## src/rtl/router_arbiter_if.sv

```systemverilog
// Handshake bundle between the 4x4 serial router and its ports.
// Requests, frames and data come in; grants, frames and data go out.
interface router_arbiter_if #(
  parameter int N = 4
);
  logic [N*N-1:0] i_req;
  logic [N-1:0]   i_frame;
  logic [N-1:0]   i_data;
  logic [N-1:0]   o_gnt;
  logic [N-1:0]   o_frame;
  logic [N-1:0]   o_data;

  modport master (
    output i_req, i_frame, i_data,
    input  o_gnt, o_frame, o_data
  );

  modport slave (
    input  i_req, i_frame, i_data,
    output o_gnt, o_frame, o_data
  );
endinterface

```

## src/rtl/router_arbiter.sv

```systemverilog
// 4x4 serial crossbar: one round-robin arbiter per output port, each owning
// a single input for the length of its frame.
module router_arbiter #(
  parameter int N = 4
) (
  input  logic                clk,
  input  logic                reset_n,
  router_arbiter_if.slave     bus
);
  typedef enum logic {IDLE, BUSY} state_e;

  logic [N-1:0]   nib_ok;
  logic [N-1:0]   busy_nx;
  logic [2*N-1:0] owner_nx;
  logic [N-1:0]   gnt_d;
  logic [N-1:0]   gnt_q;

  // A request nibble naming several outputs is ignored entirely.
  for (genvar gi = 0; gi < N; gi++) begin : g_nib
    logic [3:0] nib;
    assign nib        = bus.i_req[4*gi +: 4];
    assign nib_ok[gi] = ((nib & (nib - 4'd1)) == 4'd0);
  end

  for (genvar gi = 0; gi < N; gi++) begin : g_arb
    state_e     state_q, state_d;
    logic [1:0] owner_q, owner_d;
    logic [1:0] ptr_q, ptr_d;
    logic [1:0] sel, idx;
    logic       found;
    logic       frame_q, data_q;
    logic [N-1:0] cand;

    for (genvar gk = 0; gk < N; gk++) begin : g_cand
      assign cand[gk] = bus.i_req[4*gk + gi] & nib_ok[gk];
    end

    always_comb begin
      found   = 1'b0;
      sel     = ptr_q;
      idx     = ptr_q;
      for (int k = 0; k < N; k++) begin
        idx = ptr_q + 2'(k);
        if (!found && cand[idx]) begin
          found = 1'b1;
          sel   = idx;
        end
      end
      state_d = state_q;
      owner_d = owner_q;
      ptr_d   = ptr_q;
      if (state_q == IDLE) begin
        if (found) begin
          state_d = BUSY;
          owner_d = sel;
          ptr_d   = sel + 2'd1;
        end
      end else if (!bus.i_frame[owner_q]) begin
        // Release takes the whole edge; regrant waits for the next IDLE cycle.
        state_d = IDLE;
      end
    end

    always_ff @(posedge clk or negedge reset_n) begin
      if (!reset_n) begin
        state_q <= IDLE;
        owner_q <= 2'd0;
        ptr_q   <= 2'd0;
        frame_q <= 1'b0;
        data_q  <= 1'b0;
      end else begin
        state_q <= state_d;
        owner_q <= owner_d;
        ptr_q   <= ptr_d;
        frame_q <= (state_q == BUSY) ? bus.i_frame[owner_q] : 1'b0;
        data_q  <= (state_q == BUSY) ? bus.i_data[owner_q]  : 1'b0;
      end
    end

    assign busy_nx[gi]          = (state_d == BUSY);
    assign owner_nx[2*gi +: 2]  = owner_d;
    assign bus.o_frame[gi]      = frame_q;
    assign bus.o_data[gi]       = data_q;
  end

  // Grants are decoded from next state so they appear with the new ownership.
  always_comb begin
    gnt_d = '0;
    for (int j = 0; j < N; j++) begin
      if (busy_nx[j]) gnt_d[owner_nx[2*j +: 2]] = 1'b1;
    end
  end

  always_ff @(posedge clk or negedge reset_n) begin
    if (!reset_n) gnt_q <= '0;
    else          gnt_q <= gnt_d;
  end

  assign bus.o_gnt = gnt_q;
endmodule

```

## src/flat_wrapper.sv

```systemverilog
// flat-port wrapper written by rule: the top's interface ports become plain ports
module router_arbiter_flat 
#(
  parameter int N = 4
)
  (clk, reset_n, bus_i_req, bus_i_frame, bus_i_data, bus_o_gnt, bus_o_frame, bus_o_data);
  router_arbiter_if #(.N(N)) bus_i ();
  input  logic clk;
  input  logic reset_n;
  input wire logic [$bits(bus_i.i_req)-1:0] bus_i_req;
  input wire logic [$bits(bus_i.i_frame)-1:0] bus_i_frame;
  input wire logic [$bits(bus_i.i_data)-1:0] bus_i_data;
  output wire logic [$bits(bus_i.o_gnt)-1:0] bus_o_gnt;
  output wire logic [$bits(bus_i.o_frame)-1:0] bus_o_frame;
  output wire logic [$bits(bus_i.o_data)-1:0] bus_o_data;
  assign bus_i.i_req = bus_i_req;
  assign bus_i.i_frame = bus_i_frame;
  assign bus_i.i_data = bus_i_data;
  assign bus_o_gnt = bus_i.o_gnt;
  assign bus_o_frame = bus_i.o_frame;
  assign bus_o_data = bus_i.o_data;
  router_arbiter #(.N(N)) u_core (.clk(clk), .reset_n(reset_n), .bus(bus_i));
endmodule
```

## config.mk

```make
export PLATFORM = sky130hd
export DESIGN_NAME = router_arbiter_flat
export DESIGN_NICKNAME = d
export VERILOG_FILES = /design/src/rtl/router_arbiter_if.sv /design/src/rtl/router_arbiter.sv /design/src/flat_wrapper.sv
export SDC_FILE = /design/constraint.sdc
export NUM_CORES = 1
export LEC_CHECK = 0
export CAP_MARGIN = 20
export CORE_ASPECT_RATIO = 0.7
export CORE_MARGIN = 2
export CORE_UTILIZATION = 54
export DETAILED_ROUTE_END_ITERATION = 8
export GPL_ROUTABILITY_DRIVEN = 0
export PLACE_DENSITY = 0.8
export SKIP_LAST_GASP = 1
export SYNTH_ARGS = -nofsm -noshare
export SYNTH_HDL_FRONTEND = slang
export SYNTH_SLANG_ARGS = --single-unit
```

## constraint.sdc

```tcl
create_clock -name clk -period 2.5 [get_ports clk]
set_input_delay 0.25 -clock clk [delete_from_list [all_inputs] [get_ports clk]]
set_output_delay 0.25 -clock clk [all_outputs]
set_load 0.01 [all_outputs]
```

== After elaboration in Yosys (flattened, before gate mapping) ==
Cells that the tools add are included.
Storage, ports and cells
  flip-flop bits (word level): 32
  input bits: 26
  output and inout port bits: 12
  logic and storage cells: 248
Operators by class
  add/sub/neg operators: 20
  $lt $le $gt $ge: 28
  multiplexer cells: 116
  bitwise gates (word level): 27
  reductions and logical operators: 36
Operator list (number)
  2-bit by 3-bit less-than comparator with 1-bit output, second input constant: 24
  1-bit two-way mux: 64
  1-bit binary-select mux with 2-bit select: 24
  2-bit two-way mux: 20
  2-bit by 1-bit adder with 2-bit output, second input constant: 8
  2-bit adder, second input constant: 8
  1-bit bitwise AND: 16
  4-bit bitwise AND: 4
  1-bit logical AND: 16
  4-bit zero test: 4
  4-bit two-way mux: 4
  4-bit by 1-bit subtractor with 4-bit output, second input constant: 4
  1-bit zero test: 12
  4-bit OR: 3
  1-bit demux with 2-bit select: 4
  2-bit by 1-bit >= comparator with 1-bit output, second input constant: 4
  2-bit AND reduction: 4
  1-bit NOT: 4

== Longest topological paths before layout ==
  depth after elaboration: 29
  depth in mapped cells: 7

== Worst setup path before layout ==
Ideal clock, no wire load.
  path kind: input -> register
  start: input port bus_i_req[1]
  end: register u_core.gnt_q[3], in the netlist u_core.bus.o_gnt[3]
  library setup time: 0.139 ns
  data arrival time: 2.018 ns
  required time: 2.361 ns
  path slack: 0.344 ns
  stages: 5
  cell sequence: or4b_4 or3b_4 a32oi_4 nor3_2 or4_1
Between the ends
  longest elaborated chain between the ends: 29
  elaborated cells between the ends (all ways): 134
RTL lines
  from (decl): RTL line flat_wrapper.sv:10  | input wire logic [$bits(bus_i.i_req)-1:0] bus_i_req;
  4-bit by 1-bit subtractor with 4-bit output: RTL line router_arbiter.sv:22  | assign nib_ok[gi] = ((nib & (nib - 4'd1)) == 4'd0);
  4-bit bitwise AND: RTL line router_arbiter.sv:22
  4-bit zero test: RTL line router_arbiter.sv:22
  1-bit bitwise AND: RTL line router_arbiter.sv:35  | assign cand[gk] = bus.i_req[4*gk + gi] & nib_ok[gk];
  1-bit binary-select mux with 2-bit select: RTL line router_arbiter.sv:44  | if (!found && cand[idx]) begin
  1-bit two-way mux (implied by the code): RTL line router_arbiter.sv:44
  1-bit two-way mux: RTL line router_arbiter.sv:44
  1-bit zero test: RTL line router_arbiter.sv:44
  (+14 left out)
  4-bit two-way mux: RTL line router_arbiter.sv:90  | if (busy_nx[j]) gnt_d[owner_nx[2*j +: 2]] = 1'b1;
  4-bit OR (no line)
  4-bit two-way mux: RTL line router_arbiter.sv:90
  4-bit OR (no line)
  4-bit two-way mux: RTL line router_arbiter.sv:90
  4-bit OR (no line)
  4-bit two-way mux (*): RTL line router_arbiter.sv:90
  net u_core.gnt_d[3]: RTL line router_arbiter.sv:15  | logic [N-1:0] gnt_d;
  to (signal assigned): RTL line router_arbiter.sv:96  | else gnt_q <= gnt_d;
  to (decl): RTL line router_arbiter.sv:16  | logic [N-1:0] gnt_q;
Mark *: on every way through the listed nets, which the timed path passes. The rest lies on a longest branch. The select of a mux whose other input is x is not followed.
A chain may end at the register's enable or synchronous reset.

== Worst setup path after layout ==
  start: input port bus_i_req[0]
  end: register u_core.gnt_q[3], in the netlist u_core.bus.o_gnt[3]
The elaborated chain is that of the path after synthesis.

==> results.ini <==
[cts]
post_cts.repair.setup_buffers = 0
cts_max_level = 2
clkTransAtPathRegs_ns = 0.07
clkSinkCount = 32
clock_latency_ns = 0.29
tritoncts = built
cts-resized-gates = 0
clockRootBuffer = clkbuf_8
cts_buffers = 5
cts_buffer_depth = 2
ctsHoldBuffers = 0

[grt]
grt_remaining_overflow = 0
grt_pass1_wl_um = 10800
grt_start_max_net_pins = 33
antenna_found_initial = 0
track_usage_pct = 27.6
grt_pass1_vias = 2270

[placement]
postPlaceCellArea_um2 = 3040
portBuffers = 37
dp_hpwl_um = 4850

[synthesis]
synth_flop_cell = dfrtp_1
synth_top_area_cell = dfrtp_1
avgSynthCellArea_um2 = 9.52
synth_area_leaders = dfrtp_1 (33%), mux4_2 (7.4%), nand2_1 (3.9%)
synthArstFlopShare_pct = 100
synth.net_count = 282
ys_seq_elements = 32
synth_top_area_share_pct = 32.9
synth_edf_count = 0
ys_seq_area_share_pct = 32.9
yosysMostFrequentCell = dfrtp_1
syn_area_um2 = 2440
ys_top_cells_by_count = dfrtp_1 (32), nand2_1 (25), nor2_1 (19)
synth_cells = 256
yosysWarnings = 0
ys_types = 60

[timing]
rsz0062_at_grt = no
post-route-min-period_ns = 2.45
hold_viol = 0
slew-limit-headroom_pct = 66.0
timing.setup.tns_ns = 0
fmaxAchievable_mhz = 409
worst_slew_pin_slew_ns = 0.502
slew_viol_final = 0
whs_ns = 0.364
skew_ns = 0.00586
setup_viol = 0
fin_crit_sh_pct = 97.8

[worst_setup_path]
required_ns = 2.65
cp-end-kind = flop
worst-setup-path-type = in2reg
cp.arrival_ns = 2.60
worst_setup_path_start_kind = input pin
crit_path_max_fanout = 6

[layout]
nNetsFinal = 344
drive_gt1_share_pct = 24.5
multiInputGateArea_um2 = 1540
fin_area_um2 = 3170
syn2layout_area_growth_pct = 30.2
seqCellArea_um2 = 801
num-fill-cells = 313
num_antenna_cells = 0

[outcome]
status = complete, no violations

[floorplan]
boundaryPins = 38
die_h_um = 60.2
core_um2 = 4330
fp.dieArea_um2 = 5080
rows = 20
initial_utilization_pct = 56.3
die_w_um = 84.3

[power]
ir_drop_mv = 0.648
power_leakage_nw = 1.31
powerDensity_nw_per_um2 = 920

[route]
wire_per_inst_um = 17.4
drcViolationCount = 0
detail_route.vias_per_cell = 6.33
firstDrtPassIters = 5
drtIter0Drc = 232
vias = 2367
drtAntennaViolNets = 0
drt-total-wl_um = 6510

[worst_hold_path]
hp-class = in2async

[run]
drv_cap = 0

flip-flops by register name, summed over array words and instances (netlist names):
name,count
u_core.bus.o_gnt,4
u_core.g_arb.frame_q,4
u_core.g_arb.owner_q,8
u_core.g_arb.data_q,4
u_core.g_arb.state_q,4
u_core.g_arb.ptr_q,8
final timing paths:
kind                                       startpoint                         end  slack, ns  cells after the start
max                                      bus_i_req[0]         u_core.bus.o_gnt[3]       0.05                      6
min                                           reset_n    u_core.g_arb[2].ptr_q[1]       0.36                      2
max reg2reg                  u_core.g_arb[2].ptr_q[1]         u_core.bus.o_gnt[3]       0.43                      4
min reg2reg                u_core.g_arb[2].owner_q[1]  u_core.g_arb[2].owner_q[1]       0.59                      2
max in group asynchronous                     reset_n    u_core.g_arb[3].ptr_q[0]       1.83                      2
min in group clk                         bus_i_req[1]    u_core.g_arb[0].ptr_q[0]       0.59                      4
where the power goes:
group | total [W] | switching (W) | internal [W]
Clock | 0.000488 | 0.000192 | 0.000295
Sequential | 0.00109 | 0.000350 | 0.000740
Combinational | 0.00134 | 0.000581 | 0.000760
Total | 0.00292 | 0.00112 | 0.00180
layout make-up:
class                           instances  share of cell area [%]
Tap cell                               55                    2.17
Timing Repair Buffer                   72                    20.1
Clock buffer                            6                    2.29
Multi-Input combinational cell        202                    48.5
Clock inverter                          2                    1.10
Sequential cell                        32                    25.2
Inverter                                5                   0.591
placed cells by master (no fill, tap or decap), types with 6 or more instances in the layout:
cell	netlist	layout
o21ai_0	18	17
buf_4	8	35
or4b_1	7	7
and2_1	11	11
a21oi_1	9	9
nand2_1	25	25
clkdlybuf4s50_1	0	35
mux4_2	8	8
nor3b_1	6	6
o22ai_1	7	7
dfrtp_1	32	32
nor2_1	19	19
per-stage QoR:
stage               cells  util (%)  power (W)  setup slack (ns)
floorplan             256         -    0.00192             0.344
global route          374      73.3    0.00311            0.0152
detailed placement    366      70.2    0.00239            -0.212
CTS                   374      72.7    0.00291            0.0692
finish                374      73.3    0.00292            0.0542
global placement      366      70.2    0.00235            -0.134
routing by layer:
metal  track usage (%)  wire length (um)  vias up
met3              6.77               606       10
met2              44.0              2950      120
li1                  -                 -     1112
met4              6.45                61        0
met1              38.7              2890     1125
met5                 0                 0        -
worst max-delay path, cell delays in order:
cell             delay [ns]
clkdlybuf4s50_1        0.49
or4b_4                 0.57
or3b_4                 0.42
a32oi_4                0.27
nor3_2                 0.06
or4_1                  0.52
logic make-up after synthesis:
group	share of synthesized area, %
DFF	32.9
AOI/OAI and AO/OA	22.9
buffers and inverters	4.88
and+or+nand+nor	29.2
xor gates and xnor gates	1.44
muxes	8.73
Power figures use the tool's default switching activity.
